$ cat src/rtl/bus_master_port.sv
// Master-side serial bus port: latches a controller command, wins the bus from the
// arbiter, shifts out the address/mode/data frame and collects the slave's ack and read byte.
module bus_master_port #(
   parameter int ADDR_WIDTH  = 14,
   parameter int DATA_WIDTH  = 8,
   parameter int ACK_TIMEOUT = 16
) (
   input  logic                  clk,
   input  logic                  reset,
   input  logic                  enable,
   input  logic                  read_en,
   input  logic [DATA_WIDTH-1:0] data_in,
   input  logic [ADDR_WIDTH-1:0] addr_in,
   output logic                  request,
   output logic                  bus_req,
   input  logic                  bus_grant,
   output logic                  tx_bit,
   output logic                  tx_valid,
   input  logic                  rx_bit,
   input  logic                  rx_valid,
   input  logic                  slave_ack,
   output logic [DATA_WIDTH-1:0] data_out,
   output logic                  data_out_valid,
   output logic                  error
);

   localparam int FRAME_LEN = ADDR_WIDTH + 1 + DATA_WIDTH;
   localparam int IDX_W     = $clog2(FRAME_LEN + 1);
   localparam int TMO_W     = $clog2(ACK_TIMEOUT + 1);
   localparam int RX_W      = $clog2(DATA_WIDTH + 1);

   localparam logic [IDX_W-1:0] HDR_LEN   = IDX_W'(ADDR_WIDTH + 1);
   localparam logic [IDX_W-1:0] FULL_LEN  = IDX_W'(FRAME_LEN);
   localparam logic [TMO_W-1:0] TMO_LAST  = TMO_W'(ACK_TIMEOUT - 1);
   localparam logic [RX_W-1:0]  RX_LAST   = RX_W'(DATA_WIDTH - 1);

   localparam logic [2:0] S_IDLE     = 3'd0;
   localparam logic [2:0] S_REQ      = 3'd1;
   localparam logic [2:0] S_ADDR     = 3'd2;
   localparam logic [2:0] S_WDATA    = 3'd3;
   localparam logic [2:0] S_WAIT_ACK = 3'd4;
   localparam logic [2:0] S_RDATA    = 3'd5;
   localparam logic [2:0] S_DONE     = 3'd6;

   logic [2:0]            state;
   logic [FRAME_LEN-1:0]  frame_q;
   logic                  rd_q;
   logic [IDX_W-1:0]      idx;
   logic [TMO_W-1:0]      tmo;
   logic [RX_W-1:0]       rx_cnt;
   logic [DATA_WIDTH-1:0] rx_shift;
   logic [IDX_W-1:0]      frame_end;

   // Reads stop after the mode bit; writes carry the payload as well.
   assign frame_end = rd_q ? HDR_LEN : FULL_LEN;

   // idx counts frame bits already put on tx_bit, so a grant loss can rewind it to zero.
   always_ff @(posedge clk) begin
      if (!reset) begin
         state          <= S_IDLE;
         frame_q        <= '0;
         rd_q           <= 1'b0;
         idx            <= '0;
         tmo            <= '0;
         rx_cnt         <= '0;
         rx_shift       <= '0;
         request        <= 1'b0;
         bus_req        <= 1'b0;
         tx_bit         <= 1'b0;
         tx_valid       <= 1'b0;
         data_out       <= '0;
         data_out_valid <= 1'b0;
         error          <= 1'b0;
      end else begin
         data_out_valid <= 1'b0;
         error          <= 1'b0;
         case (state)
            S_IDLE: begin
               if (enable) begin
                  frame_q <= {data_in, read_en, addr_in};
                  rd_q    <= read_en;
                  request <= 1'b1;
                  bus_req <= 1'b1;
                  state   <= S_REQ;
               end
            end
            S_REQ: begin
               if (bus_grant) begin
                  tx_valid <= 1'b1;
                  tx_bit   <= frame_q[0];
                  idx      <= IDX_W'(1);
                  state    <= S_ADDR;
               end
            end
            S_ADDR, S_WDATA: begin
               if (!bus_grant) begin
                  tx_valid <= 1'b0;
                  tx_bit   <= 1'b0;
                  idx      <= '0;
                  state    <= S_REQ;
               end else if (idx == frame_end) begin
                  tx_valid <= 1'b0;
                  tx_bit   <= 1'b0;
                  tmo      <= '0;
                  state    <= S_WAIT_ACK;
               end else begin
                  tx_bit <= frame_q[idx];
                  idx    <= idx + 1'b1;
                  state  <= (idx >= HDR_LEN) ? S_WDATA : S_ADDR;
               end
            end
            // An ack arriving on the timeout cycle still counts as success.
            S_WAIT_ACK: begin
               if (slave_ack) begin
                  if (rd_q) begin
                     tmo    <= '0;
                     rx_cnt <= '0;
                     state  <= S_RDATA;
                  end else begin
                     request <= 1'b0;
                     bus_req <= 1'b0;
                     state   <= S_DONE;
                  end
               end else if (tmo == TMO_LAST) begin
                  error   <= 1'b1;
                  request <= 1'b0;
                  bus_req <= 1'b0;
                  state   <= S_DONE;
               end else begin
                  tmo <= tmo + 1'b1;
               end
            end
            S_RDATA: begin
               if (rx_valid) begin
                  rx_shift <= {rx_bit, rx_shift[DATA_WIDTH-1:1]};
                  tmo      <= '0;
                  if (rx_cnt == RX_LAST) begin
                     data_out       <= {rx_bit, rx_shift[DATA_WIDTH-1:1]};
                     data_out_valid <= 1'b1;
                     request        <= 1'b0;
                     bus_req        <= 1'b0;
                     state          <= S_DONE;
                  end else begin
                     rx_cnt <= rx_cnt + 1'b1;
                  end
               end else if (tmo == TMO_LAST) begin
                  error   <= 1'b1;
                  request <= 1'b0;
                  bus_req <= 1'b0;
                  state   <= S_DONE;
               end else begin
                  tmo <= tmo + 1'b1;
               end
            end
            S_DONE: begin
               state <= S_IDLE;
            end
            default: begin
               state <= S_IDLE;
            end
         endcase
      end
   end

endmodule

$ cat config.mk
export PLATFORM = sky130hd
export DESIGN_NAME = bus_master_port
export DESIGN_NICKNAME = d
export VERILOG_FILES = /design/src/rtl/bus_master_port.sv
export SDC_FILE = /design/constraint.sdc
export NUM_CORES = 1
export LEC_CHECK = 0
export BUFFER_PORTS_ARGS = -buffer_cell sky130_fd_sc_hd__buf_4
export CORE_ASPECT_RATIO = 0.6
export CORE_MARGIN = 2
export CORE_UTILIZATION = 30
export CTS_CLUSTER_DIAMETER = 50
export DETAILED_ROUTE_END_ITERATION = 10
export HOLD_SLACK_MARGIN = 0.08
export PLACE_DENSITY_LB_ADDON = 0.08
export SKIP_LAST_GASP = 1
export SLEW_MARGIN = 30
export SYNTH_ARGS = -nofsm -noshare
export SYNTH_HDL_FRONTEND = slang
export SYNTH_SLANG_ARGS = --single-unit
$ cat constraint.sdc
create_clock -name clk -period 2.6 [get_ports clk]
set_clock_uncertainty 0.15 [all_clocks]
set_input_delay 0.52 -clock clk [delete_from_list [all_inputs] [get_ports clk]]
set_output_delay 0.52 -clock clk [all_outputs]
set_load 0.1 [all_outputs]
==> results by group <==
Outcome
  – Status: finished clean

Final layout
  – FILL cells: 1061
  – Core Util, Final: 37.6%
  – Antenna cells: 0
  – Layout cell share with drive strength beyond 1: 18.5%
  – Layout area overhead: 23.3%
  – Design area: 3660 um^2
  – Nets: 413

Detailed routing
  – Via count: 2469
  – Antenna-violating nets left: 0
  – Via density: 4.77
  – Final WL: 7.21 mm
  – First-pass DRT Iterations: 4
  – DRC violations left: 0
  – Drt first-iter violations: 150
  – Average wire per standard cell: 13.9 um

Worst setup path
  – Worst-path fanout max: 11
  – Reg2Reg Depth: 5
  – Origin of the critical flop-to-flop path: idx[0]
  – Critical path class: reg -> reg
  – FF-to-FF setup slack: 0.49 ns
  – CP arrival: 2.21 ns
  – Reg2Reg Capture Point: idx[4]
  – Startpoint Class: flip-flop
  – Critical Path Sink Type: flip-flop
  – WP data required: 2.70 ns

Clock network
  – Post-CTS Resized: 0
  – CTS buffer count: 9
  – Reg clk slew, reported paths: 0.05 ns
  – Worst skew pair latency: 0.33 ns
  – Max Root-Sink Buffers: 2
  – H-tree level count: 3
  – Clock sinks: 61
  – CTS tree: yes
  – Clock root cell: clkbuf_16
  – # Post-CTS Setup Buffers: 0
  – Hold Buf Count CTS: 0

Synthesis
  – Synth top area cells: dfxtp_1, nand2_1, a21boi_0
  – Top cell type's share of synthesized area: 41.1%
  – Post-Synthesis Cells: 343
  – Primary FF master, synth: dfxtp_1
  – Count of state elements after synthesis: 61
  – Synth cell types: 52
  – Async SR Flop Fraction: 0%
  – Post-Syn Nets: 377
  – Ys Warns: 0
  – Synthesized area per cell: 8.66 um^2
  – Post-synth EDFFs: 0
  – Yosys top cell by area: dfxtp_1
  – Netlist Area Pre-Place: 2970 um^2
  – Register area share after synthesis: 41.1%

Placement
  – DP Wirelength: 5.04 mm
  – Number of I/O port buffers: 43
  – Routability cong.: 0.773
  – DP Area: 3350 um^2
  – Place WS: 0.494 ns

STA
  – Slew Viols, Final: 0
  – Actual slew at the worst max-slew pin: 0.593 ns
  – # setup viols final: 0
  – Worst Slack Setup Final: 0.489 ns
  – Hold Violations, Final: 0
  – Final Critical Period: 2.11 ns
  – Tcrit/Tclk final: 81.2%
  – Fmax: 474 MHz
  – Setup TNS: 0 ns
  – RSZ-0062 raised after global routing: no
  – Rel. slew slack: 60.1%

Floorplan
  – Rows: 28
  – Initial Utilization: 30.5%
  – Die X: 132 um
  – Die area: 10700 um^2
  – Core ar.: 9740 um^2
  – I/O pins: 44
  – Chip height: 81.1 um

Pwr
  – Pleak: 1.41 nW
  – Worst IR Drop VDD: 0.000317 V
  – PwrDens: 787 nW/um^2

Global routing
  – First-pass GRT wire length: 12.0 mm
  – Gr ovfl total: 0
  – Vias in the first global route: 2382
  – Gr usage total: 14.4%
  – Initial antenna violation count: 0
  – Largest net degree at the start of global routing: 59

Hold path
  – Hold WC Path Type: reg -> reg
  – Hold EP: tmo[4]
  – Hold wc startpoint: tmo[4]
  – Hold depth: 2

Job
  – Max Cap Viol: 0
==> cell usage in the layout (no fill, tap or decap), types with 2 or more instances in the layout <==
cell type	n
a21boi_1	2
mux4_2	2
o21ai_0	11
bufinv_16	2
o22ai_1	3
nor3_1	5
clkbuf_16	9
a21oi_1	15
ha_1	4
and3_1	4
nand3_1	7
or3_1	3
a31oi_1	5
nand2_1	73
and2_1	4
o31ai_1	2
mux2i_1	10
a21boi_0	33
nor2_1	19
nor2b_1	13
nor4_1	4
dfxtp_1	61
nand2b_1	3
and3b_1	2
xor2_1	3
buf_4	47
mux4_1	3
nand3b_1	3
nand4_1	2
inv_1	6
==> how the worst max path moves through the flow <==
stage               startpoint     endpoint  cells past startpoint
finish                  idx[0]       idx[4]                      5
global route          state[0]  data_out[1]                      5
CTS                     idx[0]       idx[4]                      5
detailed placement      idx[0]       idx[4]                      5
global placement        idx[0]       idx[4]                      5
floorplan               idx[0]       tx_bit                      6
==> power by group <==
part | total, W | switching, W | leakage [nW] | internal, W
Sequential | 0.00109 | 0.0000837 | 0.496 | 0.00101
Combinational | 0.000526 | 0.000328 | 0.765 | 0.000198
Clock | 0.00127 | 0.000409 | 0.152 | 0.000857
==> kinds of logic after synthesis <==
logic type	share of synthesized area [%]
multiplexers	7.54
adder cells (fa/ha/maj)	1.68
AND/OR/NAND/NOR	24.7
AO/OA/AOI/OAI	18.5
buffers and inverters	5.60
XOR/XNOR	0.884
flip-flops	41.1
==> per-layer routing <==
layer / track usage [%] / up-vias / share of wire (%)
met5: 0 / - / 0
met3: 4.37 / 9 / 5.5
li1: - / 1277 / -
met1: 21.5 / 1129 / 56
met4: 5.16 / 0 / 1.5
met2: 19.0 / 54 / 37
==> critical path, stage by stage, from the launching register on <==
cell	delay (ns)
dfxtp_1	0.62
ha_1	0.33
and3_1	0.19
ha_1	0.22
or3_1	0.36
a21boi_0	0.16
==> state kept, by name (all words and copies together), names as in the netlist <==
signal / cells
rx_cnt: 4
frame_q: 23
data_out_valid: 1
idx: 5
request: 1
tx_valid: 1
bus_req: 1
tx_bit: 1
tmo: 5
state: 3
rx_shift: 7
error: 1
data_out: 8
==> cell usage after synthesis (all sizes together) (3+ instances only) <==
cell,n
a21boi,35
a21oi,15
a31oi,5
and2,4
and3,5
buf,9
clkbuf,13
dfxtp,61
ha,4
inv,6
mux2i,10
mux4,5
nand2,73
nand2b,3
nand3,8
nand3b,3
nor2,20
nor2b,13
nor3,5
nor4,4
o21ai,12
o22ai,3
or3,3
xor2,3
==> area by class of cell <==
type	instances	area [um^2]	share of cell area (%)
repair buffers	47	353	9.63
well taps	135	169	4.61
clock inverters	4	72.6	1.98
clock buffers	11	243	6.62
flip-flops and latches	61	1220	33.3
inverters	6	22.5	0.615
multi-input cells	254	1580	43.2
==> through the flow <==
stage	cells	total power [W]	hold WS (ns)
finish	518	0.00289	0.293
global route	518	0.00304	0.301
CTS	518	0.00293	0.291
detailed placement	503	0.00164	0.286
global placement	503	0.00164	0.283
floorplan	343	0.00150	0.271
Power figures use the tool's default switching activity.
